`src/rtl/ring_local_port_if.sv`:
```
// Handshake bundle between ring_local_port and its NIC / ring crossbar neighbours.
// master = the router-side local port, slave = the NIC plus ring crossbar side.
interface ring_local_port_if #(
  parameter int PACKET_SIZE = 64
);
  logic                   nic_so;
  logic                   nic_ro;
  logic [PACKET_SIZE-1:0] nic_do;
  logic                   nic_si;
  logic                   nic_ri;
  logic [PACKET_SIZE-1:0] nic_di;
  logic                   inj_so;
  logic                   inj_ro;
  logic [PACKET_SIZE-1:0] inj_do;
  logic                   ej_si;
  logic                   ej_ri;
  logic [PACKET_SIZE-1:0] ej_di;

  modport master (
    input  nic_so, nic_do, nic_ri, inj_ro, ej_si, ej_di,
    output nic_ro, nic_si, nic_di, inj_so, inj_do, ej_ri
  );

  modport slave (
    output nic_so, nic_do, nic_ri, inj_ro, ej_si, ej_di,
    input  nic_ro, nic_si, nic_di, inj_so, inj_do, ej_ri
  );
endinterface

```
`src/rtl/ring_local_port.sv`:
```
// Router-side NIC endpoint: two polarity-scheduled 1-entry VC buffers per direction.
// Optional VC checking (drop mismatched packets, sticky vc_err) under LOCAL_PORT_VCCHK_EN.
module ring_local_port #(
  parameter int PACKET_SIZE = 64
) (
  input  logic                clk,
  input  logic                reset,
  output logic                polarity,
  output logic                vc_err,
  ring_local_port_if.master   port
);

  logic [PACKET_SIZE-1:0] ib [2];
  logic [PACKET_SIZE-1:0] eb [2];
  logic [1:0]             ib_full;
  logic [1:0]             eb_full;
  logic                   opp;
  logic                   nic_cap;
  logic                   inj_take;
  logic                   ej_cap;
  logic                   nic_take;
  logic                   nic_keep;
  logic                   ej_keep;

  // NIC side serves VC = polarity, ring side serves VC = ~polarity.
  assign opp         = ~polarity;
  assign port.nic_ro = ~ib_full[polarity];
  assign port.inj_so = ib_full[opp];
  assign port.inj_do = ib[opp];
  assign port.ej_ri  = ~eb_full[opp];
  assign port.nic_si = eb_full[polarity] & port.nic_ri;
  assign port.nic_di = eb[polarity];

  assign nic_cap  = port.nic_so & port.nic_ro;
  assign inj_take = port.inj_so & port.inj_ro;
  assign ej_cap   = port.ej_si & port.ej_ri;
  assign nic_take = port.nic_si;

`ifdef LOCAL_PORT_VCCHK_EN
  // A mismatched packet still completes its handshake but is never stored.
  assign nic_keep = (port.nic_do[0] == polarity);
  assign ej_keep  = (port.ej_di[0] == opp);

  always_ff @(posedge clk) begin
    if (reset) begin
      vc_err <= 1'b0;
    end else if ((nic_cap & ~nic_keep) | (ej_cap & ~ej_keep)) begin
      vc_err <= 1'b1;
    end
  end
`else
  assign nic_keep = 1'b1;
  assign ej_keep  = 1'b1;
  assign vc_err   = 1'b0;
`endif

  // Write and free always target opposite buffer indices within one cycle.
  always_ff @(posedge clk) begin
    if (reset) begin
      polarity <= 1'b0;
      ib_full  <= 2'b00;
      eb_full  <= 2'b00;
      ib[0]    <= '0;
      ib[1]    <= '0;
      eb[0]    <= '0;
      eb[1]    <= '0;
    end else begin
      polarity <= ~polarity;
      if (nic_cap & nic_keep) begin
        ib[polarity]      <= port.nic_do;
        ib_full[polarity] <= 1'b1;
      end
      if (inj_take) begin
        ib_full[opp] <= 1'b0;
      end
      if (ej_cap & ej_keep) begin
        eb[opp]      <= port.ej_di;
        eb_full[opp] <= 1'b1;
      end
      if (nic_take) begin
        eb_full[polarity] <= 1'b0;
      end
    end
  end

endmodule
```
`src/flat_wrapper.sv`:
```
// flat-port wrapper written by rule: the top's interface ports become plain ports
module ring_local_port_flat 
#(
  parameter int PACKET_SIZE = 64
)
  (clk, reset, polarity, vc_err, port_nic_so, port_nic_do, port_nic_ri, port_inj_ro, port_ej_si, port_ej_di, port_nic_ro, port_nic_si, port_nic_di, port_inj_so, port_inj_do, port_ej_ri);
  ring_local_port_if #(.PACKET_SIZE(PACKET_SIZE)) port_i ();
  input  logic clk;
  input  logic reset;
  output logic polarity;
  output logic vc_err;
  input wire logic [$bits(port_i.nic_so)-1:0] port_nic_so;
  input wire logic [$bits(port_i.nic_do)-1:0] port_nic_do;
  input wire logic [$bits(port_i.nic_ri)-1:0] port_nic_ri;
  input wire logic [$bits(port_i.inj_ro)-1:0] port_inj_ro;
  input wire logic [$bits(port_i.ej_si)-1:0] port_ej_si;
  input wire logic [$bits(port_i.ej_di)-1:0] port_ej_di;
  output wire logic [$bits(port_i.nic_ro)-1:0] port_nic_ro;
  output wire logic [$bits(port_i.nic_si)-1:0] port_nic_si;
  output wire logic [$bits(port_i.nic_di)-1:0] port_nic_di;
  output wire logic [$bits(port_i.inj_so)-1:0] port_inj_so;
  output wire logic [$bits(port_i.inj_do)-1:0] port_inj_do;
  output wire logic [$bits(port_i.ej_ri)-1:0] port_ej_ri;
  assign port_i.nic_so = port_nic_so;
  assign port_i.nic_do = port_nic_do;
  assign port_i.nic_ri = port_nic_ri;
  assign port_i.inj_ro = port_inj_ro;
  assign port_i.ej_si = port_ej_si;
  assign port_i.ej_di = port_ej_di;
  assign port_nic_ro = port_i.nic_ro;
  assign port_nic_si = port_i.nic_si;
  assign port_nic_di = port_i.nic_di;
  assign port_inj_so = port_i.inj_so;
  assign port_inj_do = port_i.inj_do;
  assign port_ej_ri = port_i.ej_ri;
  ring_local_port #(.PACKET_SIZE(PACKET_SIZE)) u_core (.clk(clk), .reset(reset), .polarity(polarity), .vc_err(vc_err), .port(port_i));
endmodule
```
`config.mk`:
```
export PLATFORM = sky130hd
export DESIGN_NAME = ring_local_port_flat
export DESIGN_NICKNAME = d
export VERILOG_FILES = /design/src/rtl/ring_local_port_if.sv /design/src/rtl/ring_local_port.sv /design/src/flat_wrapper.sv
export SDC_FILE = /design/constraint.sdc
export NUM_CORES = 1
export LEC_CHECK = 0
export ABC_AREA = 1
export CELL_PAD_IN_SITES_DETAIL_PLACEMENT = 1
export CELL_PAD_IN_SITES_GLOBAL_PLACEMENT = 2
export CORE_MARGIN = 4
export CORE_UTILIZATION = 33
export DETAILED_ROUTE_END_ITERATION = 12
export HOLD_SLACK_MARGIN = 0.05
export MAX_ROUTING_LAYER = met4
export PLACE_DENSITY_LB_ADDON = 0.1
export SYNTH_ARGS = -nofsm -noshare
export SYNTH_HDL_FRONTEND = slang
export SYNTH_SLANG_ARGS = --single-unit
```
`constraint.sdc`:
```
create_clock -name clk -period 9.3 [get_ports clk]
set_input_delay 1.86 -clock clk [delete_from_list [all_inputs] [get_ports clk]]
set_output_delay 1.86 -clock clk [all_outputs]
set_load 0.05 [all_outputs]
```
# After elaboration in Yosys (flattened, before gate mapping)
# Memory sizes are Yosys's and may differ from the RTL's. A register that Yosys moved wholly into a read port is not among the register bits.
# Cells that the tools add are included.
# W data, S select, Z words.
# totals
ram_bits,256
register_bits,5
memories,2
in_bits,134
# classes
n_bitwise,13
reduce_logical,4
muxes,33
order_cmp,4
# mem_list
name,words,width,read_ports,rd_clocked_by_memory_dff,wr,line,source
u_core.eb,2,64,1,1,2,ring_local_port.sv:14,logic [PACKET_SIZE-1:0] eb [2];
u_core.ib,2,64,1,0,2,ring_local_port.sv:13,logic [PACKET_SIZE-1:0] ib [2];
# ops
cell,n
$mux W64,2
$reduce_or A64 Y1,2
$mux W1,23
$mux W2,6
$and A1 B1 Y1,4
$and A2 B2 Y2,2
$lt A1 B2 Y1 const B,2
$not A2 Y2,2
$or A2 B2 Y2,2
$not A1 Y1,3
$demux W1 S1,2
$ge A1 B1 Y1 const B,2
$logic_and A1 B1 Y1,2

# Logic depth before layout (Yosys ltp)
# Gate-level depths: netlist of run 1.
# depth
ltp_word,10
mapped_depth,8

# Worst setup path after synthesis of run 1
# Ideal clock, no wire load.
# synth_timing
kind,input to output
start,input port_nic_ri
end,output port_nic_si
required_time_ns,7.440
stages,2
path_buffers,0
setup_slack_ns,4.779
arrival_time_ns,2.661
cell_sequence,nand2_1 -> a21oi_1
# synth_via
elab_chain_cells,1
# synth_lines
element,line,source
"start, declared",flat_wrapper.sv:14,input wire logic [$bits(port_i.nic_ri)-1:0] port_nic_ri;
$and A1 B1 Y1,ring_local_port.sv:31,assign port.nic_si = eb_full[polarity] & port.nic_ri;
"end, declared",flat_wrapper.sv:19,output wire logic [$bits(port_i.nic_si)-1:0] port_nic_si;
# Every way passes these cells.

# Worst setup path in the final report of run 1
# layout_timing
start,register u_core.polarity
end,output port_inj_do[40]
# layout_via
elab_chain_cells,2
# layout_lines
element,line,source
"start, declared",ring_local_port.sv:8,"output logic polarity,"
"start signal, assigned",ring_local_port.sv:68,polarity <= ~polarity;
$not A1 Y1,ring_local_port.sv:26,assign opp = ~polarity;
$mem_v2 Z2 W64,n/a,
"end, declared",flat_wrapper.sv:22,output wire logic [$bits(port_i.inj_do)-1:0] port_inj_do;
# Every way passes these cells.

==> results of run 1 <==
logic make-up (layout without fill, tap and decap cells):
| family | count (synthesis) | after routing |
|---|---|---|
| AND/OR/NAND/NOR | 666 | 666 |
| flip-flops | 261 | 261 |
| buffers and inverters | 197 | 463 |
| AO/OA/AOI/OAI | 9 | 9 |
| other | 1 | 8 |
sequential cells by signal, summed over array words and instances (netlist names):
name / cells
u_core.ib: 128
u_core.ib_full: 2
u_core.eb: 128
u_core.eb_full: 2
u_core.polarity: 1
cell usage after synthesis (2+ instances only):
| master | count |
|---|---|
| buf_4 | 4 |
| inv_1 | 136 |
| edfxtp_1 | 256 |
| nand2_1 | 401 |
| clkbuf_1 | 19 |
| nor2_2 | 50 |
| o21ai_0 | 2 |
| dfxtp_1 | 5 |
| buf_2 | 25 |
| nand4_1 | 2 |
| nor2_1 | 211 |
| buf_6 | 11 |
| inv_2 | 2 |
| a21oi_1 | 5 |
how the worst min path moves through the flow:
stage                            from                end  slack [ps]
floorplan           u_core.ib_full[1]  u_core.ib_full[1]         450
global placement    u_core.ib_full[1]  u_core.ib_full[1]         470
detailed placement  u_core.ib_full[1]  u_core.ib_full[1]         480
CTS                 u_core.ib_full[0]  u_core.ib_full[0]         490
global route        u_core.ib_full[1]  u_core.ib_full[1]         540
finish              u_core.ib_full[1]  u_core.ib_full[1]         490
per-layer routing:
layer / track usage (%) / share of wire (%) / routed length [um]
met5: - / 0 / 0
met4: 3.409 / 1.7 / 528
met3: 5.114 / 7.1 / 2187
met2: 28.07 / 49 / 15290
met1: 20.04 / 42 / 12950
final cells by class:
| class | instances | area, um2 |
|---|---|---|
| inverter | 138 | 520.5 |
| tap | 448 | 560.5 |
| multi-input combinational | 676 | 2728 |
| clock inverter | 15 | 142.6 |
| antenna | 7 | 17.52 |
| sequential | 261 | 7791 |
| clock buffer | 38 | 802.0 |
| timing repair buffer | 272 | 2708 |
| fill | 3766 | 18430 |
report_power, final:
group          total, uW  switching (uW)  internal, uW
Sequential          1400            24.0          1370
Clock               1150             462           685
Combinational        518             351           167
Total               3060             837          2230
per-stage QoR:
step           setup WS, ps  instances  power (uW)  util (%)
4_1_cts                3551       1848        3106     45.26
3_3_place_gp           4054       1795        1943     42.46
2_1_floorplan          4779       1134        1734         -
6_report               3791       1855        3062     45.31
5_1_grt                3418       1855        3191     45.31
3_5_place_dp           4065       1795        1949     42.46
worst min-delay path, cell delays in order (launching register included):
cell	delay (ps)
dfxtp_1	330
a21oi_1	40
nor2_1	80
==> impl_metrics.env, run 1 <==
export IMPL_yosysTopAreaCellShare_pct=67.78
export IMPL_finalSetupTns_ps=0
export IMPL_timing_final_crit_share_pct=59.23
export IMPL_rrSetupSlack_ps=5680
export IMPL_reg2reg_depth=5
export IMPL_hold_path_class="reg -> reg"
export IMPL_path_clk_slew_ps=60
export IMPL_worst_pin_slew_ps=1005
export IMPL_path_depth=5
export IMPL_final_min_clock_period_ps=5509
export IMPL_netlist_top_cell_by_area="edfxtp_1"
export IMPL_crit_chain="inv_4 -> buf_4 -> nand2_1 -> nand2_1 -> clkdlybuf4s50_1"
export IMPL_grt_pass1_wl_mm=48.96
export IMPL_endpoint_kind="output port"
export IMPL_post_cts_setup_buffer_count=0
export IMPL_synth_area_um2=11340
export IMPL_cts_repair_resized=0
export IMPL_critical_path_top_delay_family="buffers and inverters"
export IMPL_clock_sinks=261
export IMPL_slowest_stage="clkdlybuf4s50_1"
export IMPL_die_y_um=193.4
export IMPL_worstSetupPathType="reg -> out"
export IMPL_cp_start_kind="flop"
export IMPL_holdPathStages=2
export IMPL_synthesis_area_per_instance_um2=10.00
export IMPL_outcome="finished clean"
export IMPL_hold_buffers=0
export IMPL_wl_per_cell_um=16.69
export IMPL_drv_cap=0
export IMPL_drive_gt1_share_pct=7.643
export IMPL_h_tree_depth=1
export IMPL_synth_top_family_by_area="simple AND/OR/NAND/NOR gates"
export IMPL_final_nets=1514
export IMPL_crit_fanout=80
export IMPL_grt_util_all_layers_pct=16.69
export IMPL_synth_edf_count=256
export IMPL_crit_path_end="port_inj_do[40]"
export IMPL_rows=67
export IMPL_ys_flop_type="edfxtp_1"
export IMPL_fmax_mhz=181.5
export IMPL_seq_area_frac_synth_pct=68.67
export IMPL_first_iter_violations=350
export IMPL_cts_buffers=31
export IMPL_critPathMaxStageDelay_ps=870
export IMPL_synthXorXnorAreaFrac_pct=0
export IMPL_routed_wl_mm=30.95
export IMPL_io_pins=268
export IMPL_path_buf_inv=3
export IMPL_required_ps=7440
export IMPL_r2r_start="u_core.polarity"
export IMPL_vias=8192
export IMPL_first_pass_iters=4
export IMPL_setup_viol=0
export IMPL_syn_nets=1268
export IMPL_dp_hpwl_mm=18.86
export IMPL_synth_seq_cells=261
export IMPL_grt_remaining_overflow=0
export IMPL_ant_nets=0
export IMPL_power_leakage_uw=0.006668
export IMPL_layout_area_overhead_vs_synth_pct=34.64
export IMPL_gp_congestion=0.7153
export IMPL_slew_headroom_pct=33.00
export IMPL_synth_compound_area_share_pct=0.4303
export IMPL_grt_pass1_vias=8762
export IMPL_core_um2=33700
export IMPL_holdWs_ps=487.7
export IMPL_cts_tree="done"
export IMPL_drc=0
export IMPL_async_flop_share_pct=0
export IMPL_layout_common_cells="nand2_1, clkdlybuf4s50_1, edfxtp_1, nor2_1, inv_1"
export IMPL_die_area_um2=37400
export IMPL_cts_root_buf="clkbuf_16"
export IMPL_hold_viol=0
export IMPL_viasPerCell=4.416
export IMPL_synthSimpleGateAreaFrac_pct=23.21
export IMPL_final_max_slew_viol_count=0
export IMPL_crit_top_cell="nand2_1"
export IMPL_insertion_delay_ps=550
export IMPL_synth_cells=1134
export IMPL_start_util_pct=33.65
export IMPL_ir_worst_vdd_uv=125.6
export IMPL_final_setup_skew_ps=16.67
export IMPL_mostFrequentLayoutCell="nand2_1"
export IMPL_portBuffers=266
export IMPL_synth_mux_area_share_pct=0
export IMPL_synth_fa_ha_area_share_pct=0
export IMPL_worstReg2RegEnd="u_core.eb[0][39]"
export IMPL_arrival_ps=3650
export IMPL_fin_area_um2=15270
export IMPL_ys_types=19
export IMPL_rsz0062_at_grt="false"
export IMPL_yosysWarnings=0
export IMPL_p_per_area_nw_per_um2=200.5
export IMPL_crit_start="u_core.polarity"
export IMPL_antenna_found_initial=7
export IMPL_place_area_um2=14310
export IMPL_clockBufferDepth=3
export IMPL_grt_max_degree=83
export IMPL_synth_area_leaders="edfxtp_1, nand2_1, nor2_1, inv_1, nor2_2"
export IMPL_die_width_um=193.4
Power figures use the tool's default switching activity.
==> run 2: changes to the inputs <==
--- a/config.mk
+++ b/config.mk
@@ -9,7 +9,7 @@
 export CELL_PAD_IN_SITES_DETAIL_PLACEMENT = 1
 export CELL_PAD_IN_SITES_GLOBAL_PLACEMENT = 2
 export CORE_MARGIN = 4
-export CORE_UTILIZATION = 33
+export CORE_UTILIZATION = 28
 export DETAILED_ROUTE_END_ITERATION = 12
 export HOLD_SLACK_MARGIN = 0.05
 export MAX_ROUTING_LAYER = met4
==> constraint.sdc (replaced) <==
create_clock -name clk -period 4.7 [get_ports clk]
set_input_delay 0.94 -clock clk [delete_from_list [all_inputs] [get_ports clk]]
set_output_delay 0.94 -clock clk [all_outputs]
set_load 0.05 [all_outputs]
==> run 2 against run 1 <==
Compared with the run above: design area increased by 1.2%; register-to-register slack worse by 3800 ps; sequential cell count did not move; wire length up 4.5%; die area grew 17%; clock skew fell by 4.8 ps; sequential share of layout area decreased by 0.61 points; critical path depth down 1; non-clock buffer count is 2 higher; core utilization fell by 6.6 points; combinational power is 100% higher; highest routed layer unchanged; clock power rose by 100%.
==> impl_metrics.env, run 2 (same netlist as run 1, synthesis figures left out) <==
export IMPL_die_area_um2=43790
export IMPL_p_per_area_nw_per_um2=395.8
export IMPL_die_width_um=209.3
export IMPL_gp_congestion=0.7025
export IMPL_core_um2=39910
export IMPL_final_min_clock_period_ps=3923
export IMPL_dp_hpwl_mm=19.76
export IMPL_drive_gt1_share_pct=8.244
export IMPL_first_pass_iters=4
export IMPL_vias=8207
export IMPL_setup_viol=0
export IMPL_layout_area_overhead_vs_synth_pct=36.26
export IMPL_grt_pass1_vias=8590
export IMPL_path_depth=4
export IMPL_grt_remaining_overflow=0
export IMPL_final_core_util_pct=38.72
export IMPL_slowest_stage="clkdlybuf4s50_1"
export IMPL_outcome="finished clean"
export IMPL_r2r_start="u_core.polarity"
export IMPL_path_buf_inv=2
export IMPL_rsz0062_at_grt="false"
export IMPL_fmax_mhz=254.9
export IMPL_hold_buffers=0
export IMPL_grt_util_all_layers_pct=14.69
export IMPL_drv_cap=0
export IMPL_portBuffers=266
export IMPL_holdPathStages=2
export IMPL_required_ps=3760
export IMPL_crit_start="u_core.polarity"
export IMPL_io_pins=268
export IMPL_clock_sinks=261
export IMPL_arrival_ps=2980
export IMPL_start_util_pct=28.41
export IMPL_cts_buffers=31
export IMPL_ant_nets=0
export IMPL_timing_final_crit_share_pct=83.47
export IMPL_grt_pass1_wl_mm=49.46
export IMPL_drc=0
export IMPL_final_nets=1516
export IMPL_ir_worst_vdd_uv=284.1
export IMPL_rows=73
export IMPL_hold_end="u_core.ib_full[1]"
export IMPL_critical_path_top_delay_family="buffers and inverters"
export IMPL_cp_start_kind="flop"
export IMPL_grt_max_degree=94
export IMPL_slew_headroom_pct=32.62
export IMPL_antenna_found_initial=4
export IMPL_crit_chain="buf_12 -> nand2_1 -> nand2_1 -> clkdlybuf4s50_1"
export IMPL_rrSetupSlack_ps=1870
export IMPL_final_setup_skew_ps=11.83
export IMPL_insertion_delay_ps=560
export IMPL_endpoint_kind="output port"
export IMPL_h_tree_depth=1
export IMPL_hold_path_class="reg -> reg"
export IMPL_cts_repair_resized=0
export IMPL_viasPerCell=4.237
export IMPL_mostFrequentLayoutCell="nand2_1"
export IMPL_die_y_um=209.3
export IMPL_worstSetupPathType="reg -> out"
export IMPL_top_regs="u_core.eb: 128 flops, u_core.ib: 128 flops"
export IMPL_reg2reg_depth=6
export IMPL_crit_top_cell="nand2_1"
export IMPL_worstReg2RegEnd="u_core.eb[1][30]"
export IMPL_cts_tree="done"
export IMPL_power_leakage_uw=0.006711
export IMPL_post_cts_setup_buffer_count=0
export IMPL_first_iter_violations=299
export IMPL_finalSetupTns_ps=0
export IMPL_path_clk_slew_ps=60
export IMPL_min_delay_start="u_core.ib_full[1]"
export IMPL_crit_fanout=93
export IMPL_layout_common_cells="nand2_1, clkdlybuf4s50_1, edfxtp_1, nor2_1, inv_1"
export IMPL_hold_viol=0
export IMPL_final_max_slew_viol_count=0
export IMPL_cts_root_buf="clkbuf_16"
export IMPL_critPathMaxStageDelay_ps=860
export IMPL_wl_per_cell_um=16.70
export IMPL_worst_pin_slew_ps=1011
export IMPL_routed_wl_mm=32.35
export IMPL_clockBufferDepth=3
==> run 2: changes by cell type in the layout (fill, tap and decap cells not counted), sizes merged <==
cell / delta
clkinv: +5
clkbuf: -4
clkinvlp: +2
inv: +2
buf: +2
diode: -2
==> run 2: layer usage <==
layer  part of all wire, %  global-route usage, %  vias to the layer above
li1                      -                      -                     4023
met1                    43                  18.31                     3971
met2                    49                  24.70                      179
met3                   6.3                  3.677                       34
met4                   1.8                  2.610                        0
met5                     0                      -                        -
==> run 2: worst max path at each step <==
stage	endpoint	slack, ps
CTS	port_inj_do[28]	660
global placement	port_inj_so	1260
floorplan	u_core.ib[0][0]	940
detailed placement	port_inj_so	1260
global route	port_inj_do[2]	580
finish	port_inj_do[56]	780
==> run 2: report_power, final <==
part,switching [uW],internal (uW),leakage [uW],total [uW]
Clock,946,1370,0.000485,2310
Sequential,47.2,2720,0.00271,2760
Combinational,707,335,0.00351,1040
Total,1700,4420,0.00671,6120
==> run 2: worst register-to-register path, cell delays in order (launching register included) <==
cell,delay (ps)
dfxtp_4,550
inv_4,390
buf_4,430
nand2_1,90
nor2_1,120
nand2_2,90
nand2_4,730
==> run 2: layout make-up <==
cell class                 instances  area, um2
sequential                       261       7791
multi-input combinational        676       2728
antenna                            5      12.51
fill                            4460      24460
tap                              525      656.9
inverter                         138      520.5
clock inverter                    24      197.7
clock buffer                      34      787.0
timing repair buffer             274       2760
==> run 2: stage by stage <==
step	worst slack, ps	instance area [um2]	hold slack, ps	power (uW)	std cells
3_3_place_gp	1261	14460	462.6	3871	1874
2_1_floorplan	940.2	11340	451.6	3431	1134
6_report	776.7	15450	484.7	6117	1937
5_1_grt	576.3	15450	537.2	6383	1936
4_1_cts	661.4	15440	494.7	6228	1932
3_5_place_dp	1255	14460	481.1	3879	1874
==> run 3: changes to the inputs <==
--- a/config.mk
+++ b/config.mk
@@ -9,7 +9,7 @@
 export CELL_PAD_IN_SITES_DETAIL_PLACEMENT = 1
 export CELL_PAD_IN_SITES_GLOBAL_PLACEMENT = 2
 export CORE_MARGIN = 4
-export CORE_UTILIZATION = 28
+export CORE_UTILIZATION = 31
 export DETAILED_ROUTE_END_ITERATION = 12
 export HOLD_SLACK_MARGIN = 0.05
 export MAX_ROUTING_LAYER = met4
==> constraint.sdc (replaced) <==
create_clock -name clk -period 4 [get_ports clk]
set_input_delay 0.8 -clock clk [delete_from_list [all_inputs] [get_ports clk]]
set_output_delay 0.8 -clock clk [all_outputs]
set_load 0.05 [all_outputs]
==> run 3 against run 2 <==
Compared with the run above: global-route usage up 1.5 points; critical endpoint is now port_inj_do[31]; register-to-register slack worse by 470 ps; power grew 15%.
==> impl_metrics.env, run 3 (same netlist as run 1, synthesis figures left out) <==
export IMPL_die_width_um=199.3
export IMPL_first_pass_iters=4
export IMPL_clock_sinks=261
export IMPL_antenna_found_initial=6
export IMPL_worstSetupPathType="reg -> out"
export IMPL_viasPerCell=4.374
export IMPL_worst_pin_slew_ps=810.9
export IMPL_p_sw_share_pct=27.77
export IMPL_path_clk_slew_ps=50
export IMPL_layout_area_overhead_vs_synth_pct=35.60
export IMPL_portBuffers=266
export IMPL_grt_max_degree=71
export IMPL_cp_start_kind="flop"
export IMPL_top_regs="u_core.eb: 128 flops, u_core.ib: 128 flops"
export IMPL_endpoint_kind="output port"
export IMPL_hold_path_class="reg -> reg"
export IMPL_clockPowerShare_pct=36.1
export IMPL_final_nets=1524
export IMPL_internal_power_uw=5061
export IMPL_finalSetupTns_ps=0
export IMPL_final_min_clock_period_ps=3680
export IMPL_ir_worst_vdd_uv=309.1
export IMPL_power_leakage_uw=0.006725
export IMPL_wl_per_cell_um=17.01
export IMPL_final_max_slew_viol_count=0
export IMPL_vias=8214
export IMPL_grt_pass1_wl_mm=48.60
export IMPL_dp_hpwl_mm=20.88
export IMPL_drc=0
export IMPL_first_iter_violations=257
export IMPL_cts_buffers=31
export IMPL_cts_root_buf="clkbuf_16"
export IMPL_gp_congestion=0.7310
export IMPL_fmax_mhz=271.7
export IMPL_required_ps=3200
export IMPL_h_tree_depth=1
export IMPL_p_switching_uw=1945
export IMPL_rsz0062_at_grt="false"
export IMPL_ant_nets=0
export IMPL_crit_fanout=50
export IMPL_outcome="finished clean"
export IMPL_clockBufferDepth=3
export IMPL_post_cts_setup_buffer_count=0
export IMPL_cts_repair_resized=0
export IMPL_hold_buffers=0
export IMPL_p_comb_share_pct=17.7
export IMPL_final_setup_skew_ps=13.48
export IMPL_timing_final_crit_share_pct=92.00
export IMPL_n_fill_cell=4005
export IMPL_grt_pass1_vias=8444
export IMPL_io_pins=268
export IMPL_finalPower_uw=7006
export IMPL_start_util_pct=31.65
export IMPL_hold_viol=0
export IMPL_rows=69
export IMPL_die_y_um=199.3
export IMPL_layout_common_cells="nand2_1, clkdlybuf4s50_1, edfxtp_1, nor2_1, inv_1"
export IMPL_cts_tree="done"
export IMPL_grt_remaining_overflow=0
export IMPL_slew_headroom_pct=45.94
export IMPL_core_um2=35830
export IMPL_drv_cap=0
export IMPL_drive_gt1_share_pct=8.434
export IMPL_setup_viol=0
export IMPL_arrival_ps=2880
export IMPL_p_per_area_nw_per_um2=455.6
export IMPL_die_area_um2=39710
export IMPL_mostFrequentLayoutCell="nand2_1"
export IMPL_routed_wl_mm=31.95
export IMPL_insertion_delay_ps=540
export IMPL_grt_util_all_layers_pct=16.23
export IMPL_p_seq_share_pct=46.2
==> run 3: changes by cell type in the layout (fill, tap and decap cells not counted), sizes merged <==
cell / change
clkbuf: +5
clkinvlp: -2
buf: +11
inv: -2
clkinv: -3
diode: +1
clkdlybuf4s50: -3
bufinv: -2
==> run 3: worst paths after layout <==
| path | startpoint | end | slack (ps) | cells past startpoint |
|---|---|---|---|---|
| worst min-delay path | u_core.ib_full[1] | u_core.ib_full[1] | 500 | 2 |
| worst max-delay path | u_core.polarity | port_inj_do[31] | 320 | 5 |
| worst min register to register | u_core.ib_full[1] | u_core.ib_full[1] | 500 | 2 |
| worst max register to register | u_core.polarity | u_core.eb[1][40] | 1400 | 7 |
==> run 3: power by group through the flow <==
stage / Clock [uW] / Sequential, uW / Combinational (uW)
6_report: 2530 / 3240 / 1240
3_5_place_dp: 0 / 3300 / 1270
2_1_floorplan: 0 / 3290 / 743
4_1_cts: 2620 / 3240 / 1270
3_3_place_gp: 0 / 3290 / 1260
5_1_grt: 2720 / 3250 / 1330
==> run 3: worst max-delay path: stages (launching register included) <==
cell and delay (ps):
dfxtp_4 440, inv_4 500, buf_4 330, nand2_1 70
nand2_1 120, clkdlybuf4s50_1 820
==> run 3: cell type report <==
cell class	instances	area [um2]	share of cell area, %
Antenna cell	6	15.01	0.09763
Sequential cell	261	7791	50.66
Timing Repair Buffer	282	2850	18.53
Inverter	138	520.5	3.385
Clock inverter	15	91.34	0.5939
Clock buffer	39	805.8	5.240
Tap cell	461	576.8	3.751
Multi-Input combinational cell	676	2728	17.74
==> run 3: per-layer routing <==
layer  share of wire (%)  up-vias  GRT usage (%)
met5                   0        -              -
li1                    -     4031              -
met3                 6.3       40          3.794
met4                 2.4        0          3.673
met1                  44     3959          21.18
met2                  47      184          26.00
==> run 3: stage by stage <==
| stage | util (%) | worst slack, ps | hold WS [ps] | area (um2) | std cells |
|---|---|---|---|---|---|
| final | 42.92 | 320.0 | 501.5 | 15380 | 1878 |
| after global routing | 42.92 | 129.4 | 548.5 | 15380 | 1878 |
| after CTS | 42.88 | 204.3 | 520.2 | 15360 | 1872 |
| after detailed placement | 40.38 | 805.0 | 506.1 | 14470 | 1818 |
| after global placement | 40.38 | 809.0 | 462.7 | 14470 | 1818 |
| after floorplan | - | 240.2 | 451.6 | 11340 | 1134 |
